File: src/rtl/mem_lsu_pkg.sv
// mem_lsu_pkg: types and constants shared by the load/store unit.
//   lsu_size_t  - access size encoding carried on req_size
//   lsu_state_t - LSU sequencing states
//   DM_AW_DEF   - default dm word-address width
//   lsu_misaligned() - size/alignment legality check
package mem_lsu_pkg;

   localparam int DM_AW_DEF = 7;

   typedef enum logic [1:0] {SZ_BYTE, SZ_HALF, SZ_WORD, SZ_ILL} lsu_size_t;
   typedef enum logic [1:0] {IDLE, ACCESS, WRITE, RESP}          lsu_state_t;

   function automatic logic lsu_misaligned(input lsu_size_t sz, input logic [1:0] off);
      case (sz)
         SZ_BYTE: return 1'b0;
         SZ_HALF: return off[0];
         SZ_WORD: return |off;
         default: return 1'b1;
      endcase
   endfunction

endpackage

File: src/rtl/mem_lsu_align.sv
// lsu_align: combinational little-endian lane handling for the LSU.
//   word_i    - word read from dm
//   wdata_i   - right-justified store data
//   off_i     - byte offset within the word (addr[1:0])
//   size_i    - access size
//   sgn_i     - sign-extend loads (byte/half only)
//   ld_data_o - extracted and extended load data
//   st_word_o - word_i with the store lane replaced by wdata_i
module lsu_align
   import mem_lsu_pkg::*;
(
   input  logic [31:0] word_i,
   input  logic [31:0] wdata_i,
   input  logic [1:0]  off_i,
   input  lsu_size_t   size_i,
   input  logic        sgn_i,
   output logic [31:0] ld_data_o,
   output logic [31:0] st_word_o
);

   logic [7:0]  byte_sel;
   logic [15:0] half_sel;

   always_comb begin
      case (off_i)
         2'd0:    byte_sel = word_i[7:0];
         2'd1:    byte_sel = word_i[15:8];
         2'd2:    byte_sel = word_i[23:16];
         default: byte_sel = word_i[31:24];
      endcase
      half_sel = off_i[1] ? word_i[31:16] : word_i[15:0];
   end

   always_comb begin
      ld_data_o = '0;
      st_word_o = word_i;
      case (size_i)
         SZ_BYTE: begin
            ld_data_o = {{24{sgn_i & byte_sel[7]}}, byte_sel};
            st_word_o[{off_i, 3'b000} +: 8] = wdata_i[7:0];
         end
         SZ_HALF: begin
            ld_data_o = {{16{sgn_i & half_sel[15]}}, half_sel};
            if (off_i[1]) st_word_o[31:16] = wdata_i[15:0];
            else          st_word_o[15:0]  = wdata_i[15:0];
         end
         SZ_WORD: begin
            ld_data_o = word_i;
            st_word_o = wdata_i;
         end
         default: ;
      endcase
   end

endmodule

File: src/rtl/mem_lsu.sv
// mem_lsu: load/store initiator between the core MEM stage and a word-addressed dm.
// Byte/half/word requests become dm word accesses; sub-word stores are done as
// read-modify-write; misaligned/illegal requests return resp_err without touching dm.
//   clk, rst_n            - clock, synchronous active-low reset
//   req_*                 - core request (valid/ready handshake)
//   resp_valid/rdata/err  - one-cycle completion pulse, no backpressure
//   dm_addr/rd/wr/wdata   - dm strobes (Moore decodes of state)
//   dm_rdata              - combinational dm read data
// Optional feature: define MEM_LSU_RANGE_CHK_EN to reject addresses with any bit
// set above the dm range instead of letting them alias.
module mem_lsu
   import mem_lsu_pkg::*;
#(
   parameter int DM_AW = DM_AW_DEF
) (
   input  logic             clk,
   input  logic             rst_n,
   input  logic             req_valid,
   output logic             req_ready,
   input  logic             req_we,
   input  logic [1:0]       req_size,
   input  logic             req_signed,
   input  logic [31:0]      req_addr,
   input  logic [31:0]      req_wdata,
   output logic             resp_valid,
   output logic [31:0]      resp_rdata,
   output logic             resp_err,
   output logic [DM_AW-1:0] dm_addr,
   output logic             dm_rd,
   output logic             dm_wr,
   output logic [31:0]      dm_wdata,
   input  logic [31:0]      dm_rdata
);

   lsu_state_t        state_q,  state_d;
   logic [DM_AW+1:0]  addr_q,   addr_d;
   lsu_size_t         size_q,   size_d;
   logic              we_q,     we_d;
   logic              sgn_q,    sgn_d;
   logic [31:0]       wdata_q,  wdata_d;
   logic              err_q,    err_d;
   logic [31:0]       rdata_q,  rdata_d;
   logic [31:0]       merged_q, merged_d;

   logic              range_err;
   logic              bad_req;
   logic              word_st;
   logic [31:0]       ld_data;
   logic [31:0]       st_word;

`ifdef MEM_LSU_RANGE_CHK_EN
   assign range_err = |req_addr[31:DM_AW+2];
`else
   logic unused_addr_hi;
   assign unused_addr_hi = ^req_addr[31:DM_AW+2];
   assign range_err      = 1'b0;
`endif

   assign bad_req = lsu_misaligned(lsu_size_t'(req_size), req_addr[1:0]) | range_err;
   assign word_st = we_q & (size_q == SZ_WORD);

   lsu_align u_align (
      .word_i    (dm_rdata),
      .wdata_i   (wdata_q),
      .off_i     (addr_q[1:0]),
      .size_i    (size_q),
      .sgn_i     (sgn_q),
      .ld_data_o (ld_data),
      .st_word_o (st_word)
   );

   always_comb begin
      state_d  = state_q;
      addr_d   = addr_q;
      size_d   = size_q;
      we_d     = we_q;
      sgn_d    = sgn_q;
      wdata_d  = wdata_q;
      err_d    = err_q;
      rdata_d  = rdata_q;
      merged_d = merged_q;
      case (state_q)
         IDLE: if (req_valid) begin
            addr_d  = req_addr[DM_AW+1:0];
            size_d  = lsu_size_t'(req_size);
            we_d    = req_we;
            sgn_d   = req_signed;
            wdata_d = req_wdata;
            err_d   = bad_req;
            rdata_d = '0;
            state_d = bad_req ? RESP : ACCESS;
         end
         ACCESS: begin
            if (!we_q) begin
               rdata_d = ld_data;
               state_d = RESP;
            end else if (word_st) begin
               state_d = RESP;
            end else begin
               merged_d = st_word;
               state_d  = WRITE;
            end
         end
         WRITE:   state_d = RESP;
         default: state_d = IDLE;
      endcase
   end

   always_ff @(posedge clk) begin
      if (!rst_n) begin
         state_q  <= IDLE;
         addr_q   <= '0;
         size_q   <= SZ_BYTE;
         we_q     <= 1'b0;
         sgn_q    <= 1'b0;
         wdata_q  <= '0;
         err_q    <= 1'b0;
         rdata_q  <= '0;
         merged_q <= '0;
      end else begin
         state_q  <= state_d;
         addr_q   <= addr_d;
         size_q   <= size_d;
         we_q     <= we_d;
         sgn_q    <= sgn_d;
         wdata_q  <= wdata_d;
         err_q    <= err_d;
         rdata_q  <= rdata_d;
         merged_q <= merged_d;
      end
   end

   assign req_ready  = (state_q == IDLE);
   assign resp_valid = (state_q == RESP);
   assign resp_err   = (state_q == RESP) & err_q;
   assign resp_rdata = (state_q == RESP) ? rdata_q : '0;
   assign dm_addr    = addr_q[DM_AW+1:2];

   // Strobes are gated by rst_n so a reset landing mid-RMW never commits a write.
   assign dm_rd    = rst_n & (state_q == ACCESS) & ~word_st;
   assign dm_wr    = rst_n & (((state_q == ACCESS) & word_st) | (state_q == WRITE));
   assign dm_wdata = (state_q == WRITE)              ? merged_q :
                     ((state_q == ACCESS) & word_st) ? wdata_q  : '0;

endmodule

File: config.mk
export PLATFORM = sky130hd
export DESIGN_NAME = mem_lsu
export DESIGN_NICKNAME = d
export VERILOG_FILES = /design/src/rtl/mem_lsu_pkg.sv /design/src/rtl/mem_lsu_align.sv /design/src/rtl/mem_lsu.sv
export SDC_FILE = /design/constraint.sdc
export NUM_CORES = 1
export LEC_CHECK = 0
export ABC_AREA = 1
export CORE_ASPECT_RATIO = 0.8
export CORE_MARGIN = 2
export CORE_UTILIZATION = 45
export CTS_CLUSTER_DIAMETER = 30
export DETAILED_ROUTE_END_ITERATION = 8
export GPL_TIMING_DRIVEN = 0
export PLACE_DENSITY = 0.77
export REMOVE_ABC_BUFFERS = 1
export SLEW_MARGIN = 0
export SYNTH_ARGS = -nofsm -noshare
export SYNTH_HDL_FRONTEND = slang
export SYNTH_SLANG_ARGS = --single-unit
File: constraint.sdc
create_clock -name clk -period 2.25 [get_ports clk]
set_clock_uncertainty 0.2 [all_clocks]
set_input_delay 0.45 -clock clk [delete_from_list [all_inputs] [get_ports clk]]
set_output_delay 0.45 -clock clk [all_outputs]
set_load 0.1 [all_outputs]
==> qor.yml <==
worstSetupStartpointType: "flop"
dieArea_sq_um: 16960
synthCells: 1219
numCtsBuffers: 9
min_period_ns: 2.526
use_met1: 0.4682
clkSinkCount: 112
via_count: 9064
grt_pass1_wl_mm: 45.93
pre_cts_ws_ns: -2.986
cts-root-buf: "clkbuf_16"
syn-cell-area_sq_um: 7168
seq_area_frac_synth: 0.3128
synth-async-reset-ratio: 0
drive_gt1_frac: 0.2022
synth_edf_count: 0
netlist.area_leader.share: 0.3128
clockBufferDepth: 2
die_y_um: 116.9
status: "finished, violations left"
syn_avg_cell_area_sq_um: 5.880
cts_tree: "built"
hold_depth: 3
fmax_ghz: 0.3958
muxShareOfSynthArea: 0
slew_headroom: 0.3562
setup_tns_ns: -7.329
synth_xor_area_frac: 0
yosysTopAreaCell: "dfxtp_1"
fin_crit_sh: 1.123
setup_viol: 33
crit_type: "reg2out"
grt-ovfl-total: 0
rr_worst_depth: 11
final.fill_count: 1275
crit_path_end_kind: "output pin"
use_met2: 0.5489
io_buffers: 155
r2r_start: "state_q[1]"
rsz0062_at_grt: "true"
startpoint: "state_q[1]"
synth_top_family_by_area: "simple AND/OR/NAND/NOR gates"
slowest_stage: "dfxtp_4"
grt_pass1_vias: 8258
clkTransAtPathRegs_ns: 0.08
yosysWarnings: 0
num_rows: 41
synth_fa_ha_area_frac: 0.01746
worstHoldStart: "rst_n"
post-dp-hpwl_mm: 16.38
synth_simple_gate_area_frac: 0.3212
yosys-top-cells-area: "dfxtp_1 31%, nand2_1 21%, o21ai_0 9.1%, a21oi_1 8.7%, inv_1 6.1%"
htreeDepth: 3
via_per_inst: 5.701
initial_core_util: 0.4566
area_growth_pct: 52.89
wire_per_inst_um: 18.80
gr-usage-all-layers: 0.3473
seqCellArea_sq_um: 2265
post-route-util: 0.6982
core_area_sq_um: 15700
nets: 1483
synth_cell_types: 33
cp.arrival_ns: 1.88
fin_area_sq_um: 10960
cp_max_fo: 5
drt_iter0_drc: 1055
antenna_found_initial: 1
peakVddDrop_uv: 855.1
ys.flop_type: "dfxtp_1"
place_area_sq_um: 8625
clk_latency_ns: 0.38
fin_ws_ns: -0.2763
antenna_cells: 0
busiest_layer: "met2"
crit_required_ns: 1.60
holdCritPathClass: "in2reg"
dr.pass1.iters: 7
maxCapViolCount: 0
worstMarginPinSlew_ns: 0.9695
worstPathCellList: "inv_4, ha_4, nand2_8, inv_12, buf_12, nand2_8, o31ai_4, buf_12"
grt_max_degree: 53
reg2reg_to: "rdata_q[7]"
hold_violations: 0
p_per_area_nw_per_um2: 912.8
min_to: "addr_q[7]"
synth_compound_area_frac: 0.2224
r2r_setup_slack_ns: 0.08
violations: "negative setup slack"
drc: 0
final-max-slew-violation-count: 0
multi_input_area_sq_um: 4793
slowest_delay_ns: 0.37
place_congestion: 0.9360
die_w_um: 145.1
io-pin-count: 179
postCtsHoldBufs: 0
routed_wl_mm: 29.89
total_power_mw: 10.00
grtUsageMet3: 0.08217
p_leak_nw: 4.912
ys_ff_latch: 112
drtAntennaViolNets: 0
==> metrics by stage <==
| step | hold WS [ns] | cells |
|---|---|---|
| finish | 0.2656 | 1590 |
| global route | 0.2808 | 1590 |
| CTS | 0.2561 | 1578 |
| detailed placement | 0.2555 | 1505 |
| global placement | 0.2528 | 1502 |
| floorplan | 0.2437 | 1132 |
==> area by class of cell <==
type / count / share of cell area
multi-input cells: 905 / 0.4374
repair buffers: 214 / 0.2544
flip-flops and latches: 112 / 0.2066
inverters: 127 / 0.05001
well taps: 215 / 0.02455
clock buffers: 10 / 0.02181
clock inverters: 6 / 0.004567
repair inverters: 1 / 0.0006850
==> cells by family (layout without fill, tap and decap cells) <==
family,count (synthesis),after routing
simple gates,579,591
compound gates,304,304
buf+inv,214,358
flops,112,112
fa+ha+maj,10,10
==> power breakdown <==
| part | switching, mW | internal, mW | leakage [nW] | total (mW) |
|---|---|---|---|---|
| combinational | 3.75 | 1.88 | 3.85 | 5.63 |
| clock | 0.834 | 0.802 | 0.142 | 1.64 |
| sequential | 0.391 | 2.35 | 0.918 | 2.74 |
| total | 4.97 | 5.03 | 4.91 | 10.0 |
==> worst max path at each step <==
stage	to	slack (ns)	cells after the start
2_1_floorplan	dm_wdata[10]	-2.23	5
3_3_place_gp	dm_wr	-4.30	4
3_5_place_dp	dm_wdata[16]	-2.99	6
4_1_cts	dm_wdata[12]	-0.24	8
5_1_grt	dm_wdata[12]	-0.32	8
6_report	dm_wdata[12]	-0.28	8
==> sequential cells by signal, indices dropped and copies added, names as in the netlist <==
name and count:
we_q 1, merged_q 32, size_q 2, addr_q 9, wdata_q 32, sgn_q 1, err_q 1, state_q 2
rdata_q 32
==> layer usage <==
metal	vias to the layer above	share of wire
met4	2	0.039
li1	4197	-
met2	581	0.44
met3	117	0.12
met1	4167	0.40
met5	-	0.00040
==> cells in the final DEF, fill, tap and decap left out, types with 7 or more instances in the layout <==
master | Yosys | routed
nand3_1 | 41 | 31
buf_8 | 0 | 8
nor3_1 | 7 | 7
a31oi_1 | 21 | 21
clkbuf_16 | 0 | 9
clkdlybuf4s50_1 | 0 | 78
nand2_4 | 1 | 18
nand2_1 | 404 | 371
nand2_2 | 1 | 17
a21oi_1 | 124 | 124
dfxtp_1 | 112 | 106
inv_1 | 117 | 103
nand3_2 | 3 | 13
o21ai_4 | 0 | 15
buf_4 | 13 | 37
inv_2 | 6 | 12
buf_6 | 2 | 14
nor2_1 | 116 | 115
buf_12 | 0 | 69
o21ai_0 | 130 | 125
o31ai_4 | 0 | 9
==> worst max-delay path, delay by kind of cell (launching register included) <==
family / cells / cell delay [ns]
buf+inv: 4 / 0.47
flops: 1 / 0.37
compound gates: 1 / 0.32
fa+ha+maj: 1 / 0.16
simple gates: 2 / 0.16
==> repair_timing <==
action,CTS,global route
setup endpoints to repair,173,109
pin swaps,36,11
setup buffers,43,15
gates cloned,14,1
resized for setup,698,116
hold endpoints to repair,0,0
==> synthesized netlist by cell type, types with 10 or more instances <==
| master | n |
|---|---|
| inv_1 | 117 |
| dfxtp_1 | 112 |
| o21ai_1 | 15 |
| a31oi_1 | 21 |
| o21ai_0 | 130 |
| clkbuf_1 | 42 |
| ha_1 | 10 |
| a21oi_1 | 124 |
| nor2_1 | 116 |
| buf_4 | 13 |
| nand3_1 | 41 |
| nand2_1 | 404 |
| buf_2 | 26 |
No activity file was read; power rests on OpenSTA's default activity.
